==> src/rtl/insight_trace_capture.sv <==
// Hart-0 trace trigger/capture: arms on request, starts at a programmed PC,
// buffers commit/exception records in a circular FIFO and drains them on a valid/ready stream.
module insight_trace_capture #(
  parameter int DEPTH = 8,
  parameter int CNT_W = 16
) (
  input  logic             clock,
  input  logic             reset_n,
  input  logic             cfg_arm,
  input  logic             cfg_abort,
  input  logic [31:0]      cfg_start_pc,
  input  logic [CNT_W-1:0] cfg_stop_count,
  input  logic             commit,
  input  logic [31:0]      pc,
  input  logic [31:0]      instruction,
  input  logic             exception,
  input  logic             interrupt_fire,
  input  logic [2:0]       mode,
  input  logic             rd_wenx,
  input  logic [4:0]       rd_waddr,
  input  logic [31:0]      rd_wdata,
  output logic             out_valid,
  input  logic             out_ready,
  output logic [31:0]      out_pc,
  output logic [31:0]      out_instruction,
  output logic [31:0]      out_rd_wdata,
  output logic [4:0]       out_rd_waddr,
  output logic [6:0]       out_flags,
  output logic [1:0]       state,
  output logic [CNT_W-1:0] captured_count,
  output logic [CNT_W-1:0] dropped_count,
  output logic             done
);
  localparam int AW = $clog2(DEPTH);

  typedef enum logic [1:0] {
    S_IDLE    = 2'd0,
    S_ARMED   = 2'd1,
    S_CAPTURE = 2'd2,
    S_DRAIN   = 2'd3
  } state_e;

  typedef struct packed {
    logic [31:0] pc;
    logic [31:0] instr;
    logic [31:0] wdata;
    logic [4:0]  waddr;
    logic [6:0]  flags;
  } rec_t;

  state_e                  state_q, state_d;
  logic [31:0]             start_pc_q, start_pc_d;
  logic [CNT_W-1:0]        stop_cnt_q, stop_cnt_d;
  logic [CNT_W-1:0]        cap_cnt_q, cap_cnt_d;
  logic [CNT_W-1:0]        drop_cnt_q, drop_cnt_d;
  logic                    gap_q, gap_d;
  logic                    done_q, done_d;
  rec_t [DEPTH-1:0]        mem_q, mem_d;
  logic [AW:0]             wr_ptr_q, wr_ptr_d;
  logic [AW:0]             rd_ptr_q, rd_ptr_d;

  logic empty, full, pop, push, evt, take_evt;
  rec_t rec_in, head;

  // Extra pointer MSB distinguishes full from empty when the low bits match.
  assign empty = (wr_ptr_q == rd_ptr_q);
  assign full  = (wr_ptr_q[AW] != rd_ptr_q[AW]) && (wr_ptr_q[AW-1:0] == rd_ptr_q[AW-1:0]);
  assign pop   = !empty && out_ready;
  assign evt   = commit || exception || interrupt_fire;

  always_comb begin
    rec_in       = '0;
    rec_in.pc    = pc;
    rec_in.instr = instruction;
    rec_in.wdata = rd_wenx ? rd_wdata : 32'd0;
    rec_in.waddr = rd_wenx ? rd_waddr : 5'd0;
    rec_in.flags = {gap_q, exception, interrupt_fire, rd_wenx, mode};
  end

  always_comb begin
    state_d    = state_q;
    start_pc_d = start_pc_q;
    stop_cnt_d = stop_cnt_q;
    cap_cnt_d  = cap_cnt_q;
    drop_cnt_d = drop_cnt_q;
    gap_d      = gap_q;
    done_d     = 1'b0;
    take_evt   = 1'b0;
    push       = 1'b0;

    case (state_q)
      S_IDLE: begin
        if (cfg_arm && !cfg_abort) begin
          state_d    = S_ARMED;
          start_pc_d = cfg_start_pc;
          stop_cnt_d = cfg_stop_count;
          cap_cnt_d  = '0;
          drop_cnt_d = '0;
          gap_d      = 1'b0;
        end
      end
      S_ARMED: begin
        if (cfg_abort) begin
          state_d = S_IDLE;
        end else if (evt && pc == start_pc_q) begin
          state_d  = S_CAPTURE;
          take_evt = 1'b1;
        end
      end
      S_CAPTURE: begin
        if (cfg_abort) state_d = S_DRAIN;
        else           take_evt = evt;
      end
      S_DRAIN: begin
        if (empty) begin
          state_d = S_IDLE;
          done_d  = 1'b1;
        end
      end
      default: state_d = S_IDLE;
    endcase

    // A full FIFO still accepts when its head leaves on the same edge.
    if (take_evt) begin
      if (!full || pop) begin
        push      = 1'b1;
        gap_d     = 1'b0;
        cap_cnt_d = (&cap_cnt_q) ? cap_cnt_q : cap_cnt_q + 1'b1;
        if (stop_cnt_q != '0 && cap_cnt_d == stop_cnt_q) state_d = S_DRAIN;
      end else begin
        gap_d      = 1'b1;
        drop_cnt_d = (&drop_cnt_q) ? drop_cnt_q : drop_cnt_q + 1'b1;
      end
    end
  end

  always_comb begin
    mem_d    = mem_q;
    wr_ptr_d = wr_ptr_q;
    rd_ptr_d = rd_ptr_q;
    if (push) begin
      mem_d[wr_ptr_q[AW-1:0]] = rec_in;
      wr_ptr_d                = wr_ptr_q + 1'b1;
    end
    if (pop) rd_ptr_d = rd_ptr_q + 1'b1;
  end

  always_ff @(posedge clock or negedge reset_n) begin
    if (!reset_n) begin
      state_q    <= S_IDLE;
      start_pc_q <= '0;
      stop_cnt_q <= '0;
      cap_cnt_q  <= '0;
      drop_cnt_q <= '0;
      gap_q      <= 1'b0;
      done_q     <= 1'b0;
      mem_q      <= '0;
      wr_ptr_q   <= '0;
      rd_ptr_q   <= '0;
    end else begin
      state_q    <= state_d;
      start_pc_q <= start_pc_d;
      stop_cnt_q <= stop_cnt_d;
      cap_cnt_q  <= cap_cnt_d;
      drop_cnt_q <= drop_cnt_d;
      gap_q      <= gap_d;
      done_q     <= done_d;
      mem_q      <= mem_d;
      wr_ptr_q   <= wr_ptr_d;
      rd_ptr_q   <= rd_ptr_d;
    end
  end

  // Stale entries behind the read pointer are masked so an empty FIFO reads all zeros.
  assign head            = empty ? '0 : mem_q[rd_ptr_q[AW-1:0]];
  assign out_valid       = !empty;
  assign out_pc          = head.pc;
  assign out_instruction = head.instr;
  assign out_rd_wdata    = head.wdata;
  assign out_rd_waddr    = head.waddr;
  assign out_flags       = head.flags;
  assign state           = state_q;
  assign captured_count  = cap_cnt_q;
  assign dropped_count   = drop_cnt_q;
  assign done            = done_q;

endmodule

==> config.mk <==
export PLATFORM = sky130hd
export DESIGN_NAME = insight_trace_capture
export DESIGN_NICKNAME = d
export VERILOG_FILES = /design/src/rtl/insight_trace_capture.sv
export SDC_FILE = /design/constraint.sdc
export NUM_CORES = 2
export LEC_CHECK = 0
export CAP_MARGIN = 20
export CORE_UTILIZATION = 50
export DETAILED_ROUTE_END_ITERATION = 10
export GPL_TIMING_DRIVEN = 1
export PLACE_DENSITY = 0.77
export SLEW_MARGIN = 20
export SYNTH_ARGS = -nofsm -noshare
export SYNTH_HDL_FRONTEND = slang
export SYNTH_SLANG_ARGS = --single-unit
==> constraint.sdc <==
create_clock -name clock -period 3.6 [get_ports clock]
set_input_delay 0.54 -clock clock [delete_from_list [all_inputs] [get_ports clock]]
set_output_delay 0.54 -clock clock [all_outputs]
set_load 0.02 [all_outputs]
## After elaboration in Yosys (flattened, before gate mapping)

Index checks and enable logic that the tools add are counted.

- Add/subtract/negate cells: 4
- Multiply operators: 0
- Divide/modulo/power cells: 0
- $lt $le $gt $ge: 3
- Equal/unequal tests: 9
- Shifts and indexed selects: 0
- Mux-type cells: 39
- Bitwise operators: 0
- Reductions and logical operators: 20

Operator list:

| cell | number |
|---|---|
| bitwise mux 864 bit | 1 |
| binary-select mux 108 bit (select 3 bit) | 1 |
| demux 108 bit (select 3 bit) | 1 |
| two-way mux 108 bit | 3 |
| two-way mux 16 bit | 10 |
| adder 16 x 1 -> 16 bit, second input constant | 2 |
| equality test 32 bit | 1 |
| two-way mux 32 bit | 1 |
| AND reduction 16 bit | 2 |
| equality test 16 bit | 1 |
| two-way mux 2 bit | 8 |
| nonzero test 16 bit | 1 |
| two-way mux 1 bit | 11 |
| adder 4 x 1 -> 4 bit, second input constant | 2 |
| < comparator 3 x 4 -> 1 bit, second input constant | 2 |
| case mux 2 bit (4 select lines) | 1 |
| logical AND 1 bit | 6 |
| two-way mux 5 bit | 1 |
| equality test 2 bit, second input constant | 2 |
| equality test 4 bit | 1 |
| AND reduction 2 bit | 2 |
| nonzero test 2 bit | 2 |
| equality test 3 bit | 1 |
| greater-or-equal comparator 3 x 1 -> 1 bit, second input constant | 1 |
| other kinds (7) | 11 |

- Flip-flop bits (word level): 956
- Latch bits: 0
- Memory bits (writable): 0
- Bits in read-only memories: 0
- Bits of input ports: 161
- Output and inout port bits: 144
- Logic and storage cells: 124
- Memories kept: 0

## Longest topological paths before layout

- Word-level depth: 9
- Depth in mapped cells: 12
- Mapped depth without buffers: 8

## Worst setup path before layout

OpenSTA, ideal clock, no wires.

- Kind: reg-to-output
- Start point: reg rd_ptr_q[0]
- End point: out out_pc[13]
- Data arrival time: 2.129 ns
- Required time: 3.060 ns
- Path slack: 0.931 ns
- Stages on the path, launching flop included: 8
- Path buffers: 4
- Cells stage by stage: dfrtp_1 -> clkbuf_1 -> clkbuf_1 -> buf_2 -> buf_2 -> mux4_2 -> mux2i_1 -> nor2_1

- Longest elaborated chain between the ends: 3

RTL lines:

| element | line | source |
|---|---|---|
| start, declared | 60 | `logic [AW:0] rd_ptr_q, rd_ptr_d;` |
| start signal, assigned | 170 | `rd_ptr_q <= rd_ptr_d;` |
| binary-select mux 108 bit (select 3 bit) | 175 | `assign head = empty ? '0 : mem_q[rd_ptr_q[AW-1:0]];` |
| two-way mux 108 bit (implied by the code) | 175 |  |
| two-way mux 108 bit * | 175 |  |
| end, declared | 24 | `output logic [31:0] out_pc,` |

Every way passes the cells marked *; elsewhere a longest branch is shown, timed or not. The select of a mux whose other input is x is not followed.

## Final worst setup path

- Start point: reg rd_ptr_q[0]
- End point: out out_pc[20]

The elaborated chain is that of the path after synthesis.

==> summary.md <==
| Metric | Value |
|---|---|
| Hold Path Depth | `3` |
| Detailed router's first-iteration violation count | `1974` |
| Maximum VDD drop | `about 0.00075 V` |
| Xor and xnor area share after synthesis | `0.0129` |
| Pin count of the biggest net entering global routing | `123` |
| Clock-pin slew on the worst setup and hold paths | `60 ps` |
| RSZ-0062 raised after global routing | `no` |
| Crit path largest cell delay | `around 560 ps` |
| Final Core Density | `0.618` |
| Post-Place Worst Slack | `between 6 and 7 ps` |
| Slew @ Worst Pin | `1040 ps` |
| Synth Area in Compound Gates | `0.0504` |
| Seq/Total Area, Yosys | `0.549` |
| Reg2reg path depth | `8` |
| Antenna violations before repair | `5` |
| Slew headroom | `0.305` |
| Crit share post-route | `0.979` |
| # port buffers | `304` |
| Slowest-stage cell, CP | `clkdlybuf4s50_1` |
| Status | `finished, final reports clean` |
| Clock Sink Count | `956` |
| Flop2flop setup slack | `440 ps` |
| Largest family of logic cells by synthesized area | `multiplexers` |
| Setup CP Type | `register to primary output` |
| Fin crit period | `3520 ps` |
| Startpoint of the worst hold path | `cfg_start_pc[4]` |
| Max Clock Skew | `35.8 ps` |
| Post-Synth Adder-Cell Area | `0.00258` |
| ANT nets after route | `0` |
| Io pins | `approximately 310` |
| Top-area cell type share of the netlist area | `0.549` |
| H-tree depth | `3` |
| Global-route wire length before repair | `174 mm` |
| CTS root buf | `clkbuf_16` |
| Reg2reg end | `state[1]` |
| GPL Wtd Cong | `0.862` |
| Ys flop type | `dfrtp_1` |
| CTS Buf Count | `102` |
| DRC Markers | `0` |
| Post-Layout Cell Count | `4910` |
| Post-synth net total | `3516` |
| Longest Clk Path Bufs | `3` |
| Pwr Density | `638 mW/mm²` |
| Synth Cell Area | `~0.044 mm²` |
| Top cells by area, synth | `dfrtp_1, mux2_2, mux4_2, nand2_1, o21ai_0` |
| Pins over their slew limit | `0` |
| Vias in the first global route | `between 30000 and 40000` |
| CP Data Required Time | `around 3100 ps` |
| MaxCap Viol Count | `0` |
| Simple-Gate Fraction of Synth Area | `0.0725` |
| Final worst-path setup slack | `76.5 ps` |
| Die width | `around 300 µm` |
| Fin Setup TNS | `0 ps` |
| Ys async rst share | `1.00` |
| Type of origin of the critical path | `register` |
| GRT overflow | `0` |
| Post-synth top area cell | `dfrtp_1` |
| Initial Util | `0.508` |
| RR Startpoint | `captured_count[0]` |
| TritonRoute pass-1 iters | `5` |
| Die Span Y | `297 µm` |
| Placed cell count | `4703` |
| Final-stage net count | `3851` |
| Hold crit path type | `input pin to register` |
| Hold EP | `start_pc_q[4]` |
| Multiplexer share of the synthesized area | `0.286` |
| Final setup fails | `0` |
| Total GRT Usage | `0.249` |
| Wire per inst | `22.2 µm` |
| Final wirelength | `109 mm` |
| Routed vias/inst | `5.79` |
| Area grow syn2layout | `21.6%` |
| Crit-path max FO | `17` |
| Distinct cell type count after synthesis | `65` |
| # rows | `107` |
| Share of layout cells above drive strength 1 | `0.312` |
| Avg Inst Size Synth | `approximately 13 µm²` |
| FF+latch count, synth | `956` |
| Final hold vios | `0` |
| Die area | `0.0884 mm²` |
| CP Cell Sequence | `buf_4 > buf_16 > mux4_2 > mux2i_1 > nor2_1 > clkdlybuf4s50_1` |
| Fmax achieved | `284 MHz` |
| Crit path arrival time | `2980 ps` |
| Number of vias in the routed layout | `about 28000` |
| Final HPWL DP | `approximately 69 mm` |
| CTS tree | `yes` |
| Synth warn | `0` |
| Core ar. | `around 0.086 mm²` |
| EDFF count, synth | `0` |
| Clk_lat worst skew | `660 ps` |
| Power Total | `33800 µW` |
| Worst Setup End Kind | `primary output` |
| Lkg Pwr | `0.0258 µW` |
| Syn Inst Count | `3346` |
kinds of logic (layout without fill, tap and decap cells):
family,count (synthesis),after routing
flip-flops,956,956
multiplexers,901,901
AND/OR/NAND/NOR,763,763
AO/OA/AOI/OAI,380,380
buffers and inverters,273,689
XOR/XNOR,64,64
adder cells (fa/ha/maj),9,9
other,0,4
cell usage in the layout, fill, tap and decap left out, types with 65 or more instances in the layout:
master and n:
dfrtp_1 953, mux2_2 544, nand2_1 504, o21ai_0 312
clkdlybuf4s50_1 230, mux4_2 216, nor2_1 123, buf_4 112
clkbuf_16 105, mux2i_1 99, buf_12 65
critical path, delay by kind of cell, from the launching register on:
kind	cells	cell delay (ps)
simple gates	1	130
flops	1	550
mux	2	740
buf+inv	3	910
how the worst max path moves through the flow:
stage | startpoint | cells past startpoint | slack (ps) | endpoint
floorplan | rd_ptr_q[0] | 7 | 930 | out_pc[13]
global route | rd_ptr_q[0] | 6 | 2 | out_pc[26]
CTS | rd_ptr_q[0] | 8 | -50 | out_pc[2]
detailed placement | exception | 9 | 6 | mem_q[349]
global placement | exception | 9 | 40 | mem_q[367]
finish | rd_ptr_q[0] | 6 | 80 | out_pc[20]
Yosys cell counts (4+ instances only):
master / number
clkbuf_1: 122
mux2_2: 544
nor4_1: 26
mux4_2: 216
nor3_1: 25
dfrtp_1: 956
o2111ai_4: 6
or3_1: 5
buf_1: 41
nor2_1: 128
ha_1: 9
inv_1: 7
mux2i_1: 115
mux2_1: 20
nand2_1: 505
nand3_1: 24
nand4_1: 11
buf_2: 90
mux2_4: 6
a211o_1: 8
a21oi_1: 16
buf_4: 8
xor2_1: 42
xnor2_1: 22
o211ai_1: 5
nor2b_1: 5
and2_1: 4
and3_1: 14
o21ai_0: 312
flip-flops by register name, indices dropped and copies added, names as in the netlist:
name and flops:
mem_q 864, start_pc_q 32, captured_count 16, dropped_count 16, stop_cnt_q 16, rd_ptr_q 4
wr_ptr_q 4, state 2, done 1, gap_q 1
final cells by class:
| type | count | area (µm²) |
|---|---|---|
| Fill cell | 6370 | 32800 |
| Clock inverter | 45 | 500 |
| Inverter | 8 | 30.0 |
| Tap cell | 1144 | 1430 |
| Antenna cell | 4 | 10.0 |
| Sequential cell | 956 | 23900 |
| Timing Repair Buffer | 496 | 5590 |
| Clock buffer | 140 | 2920 |
| Multi-Input combinational cell | 2117 | 18600 |
stage by stage:
stage | hold WS, ps | cell area (µm²)
after CTS | 370 | 52900
after floorplan | 244 | 43600
after global placement | 455 | 49100
final | 408 | 53000
after global routing | 419 | 53000
after detailed placement | 465 | 49100
power by group:
part / switching (µW) / leakage, µW / internal [µW] / total, µW
combinational: 4810 / 0.0109 / 4730 / 9540
clock: 4320 / 0.00169 / 6300 / 10600
sequential: 1100 / 0.0132 / 12600 / 13700
metal layers:
metal,up-vias,track usage,share of wire
met3,153,0.0357,0.051
li1,12700,-,-
met5,-,0,0.000064
met2,795,0.409,0.49
met4,2,0.0666,0.019
met1,14800,0.349,0.44
repair_timing:
item / in CTS / in global routing
hold buffers: 1 / 0
hold endpoints to repair: 51 / 0
gates cloned: 4 / 2
resized for setup: 74 / 32
setup endpoints to repair: 61 / 43
buffers inserted: 9 / 2
No activity file was read; power rests on OpenSTA's default activity.
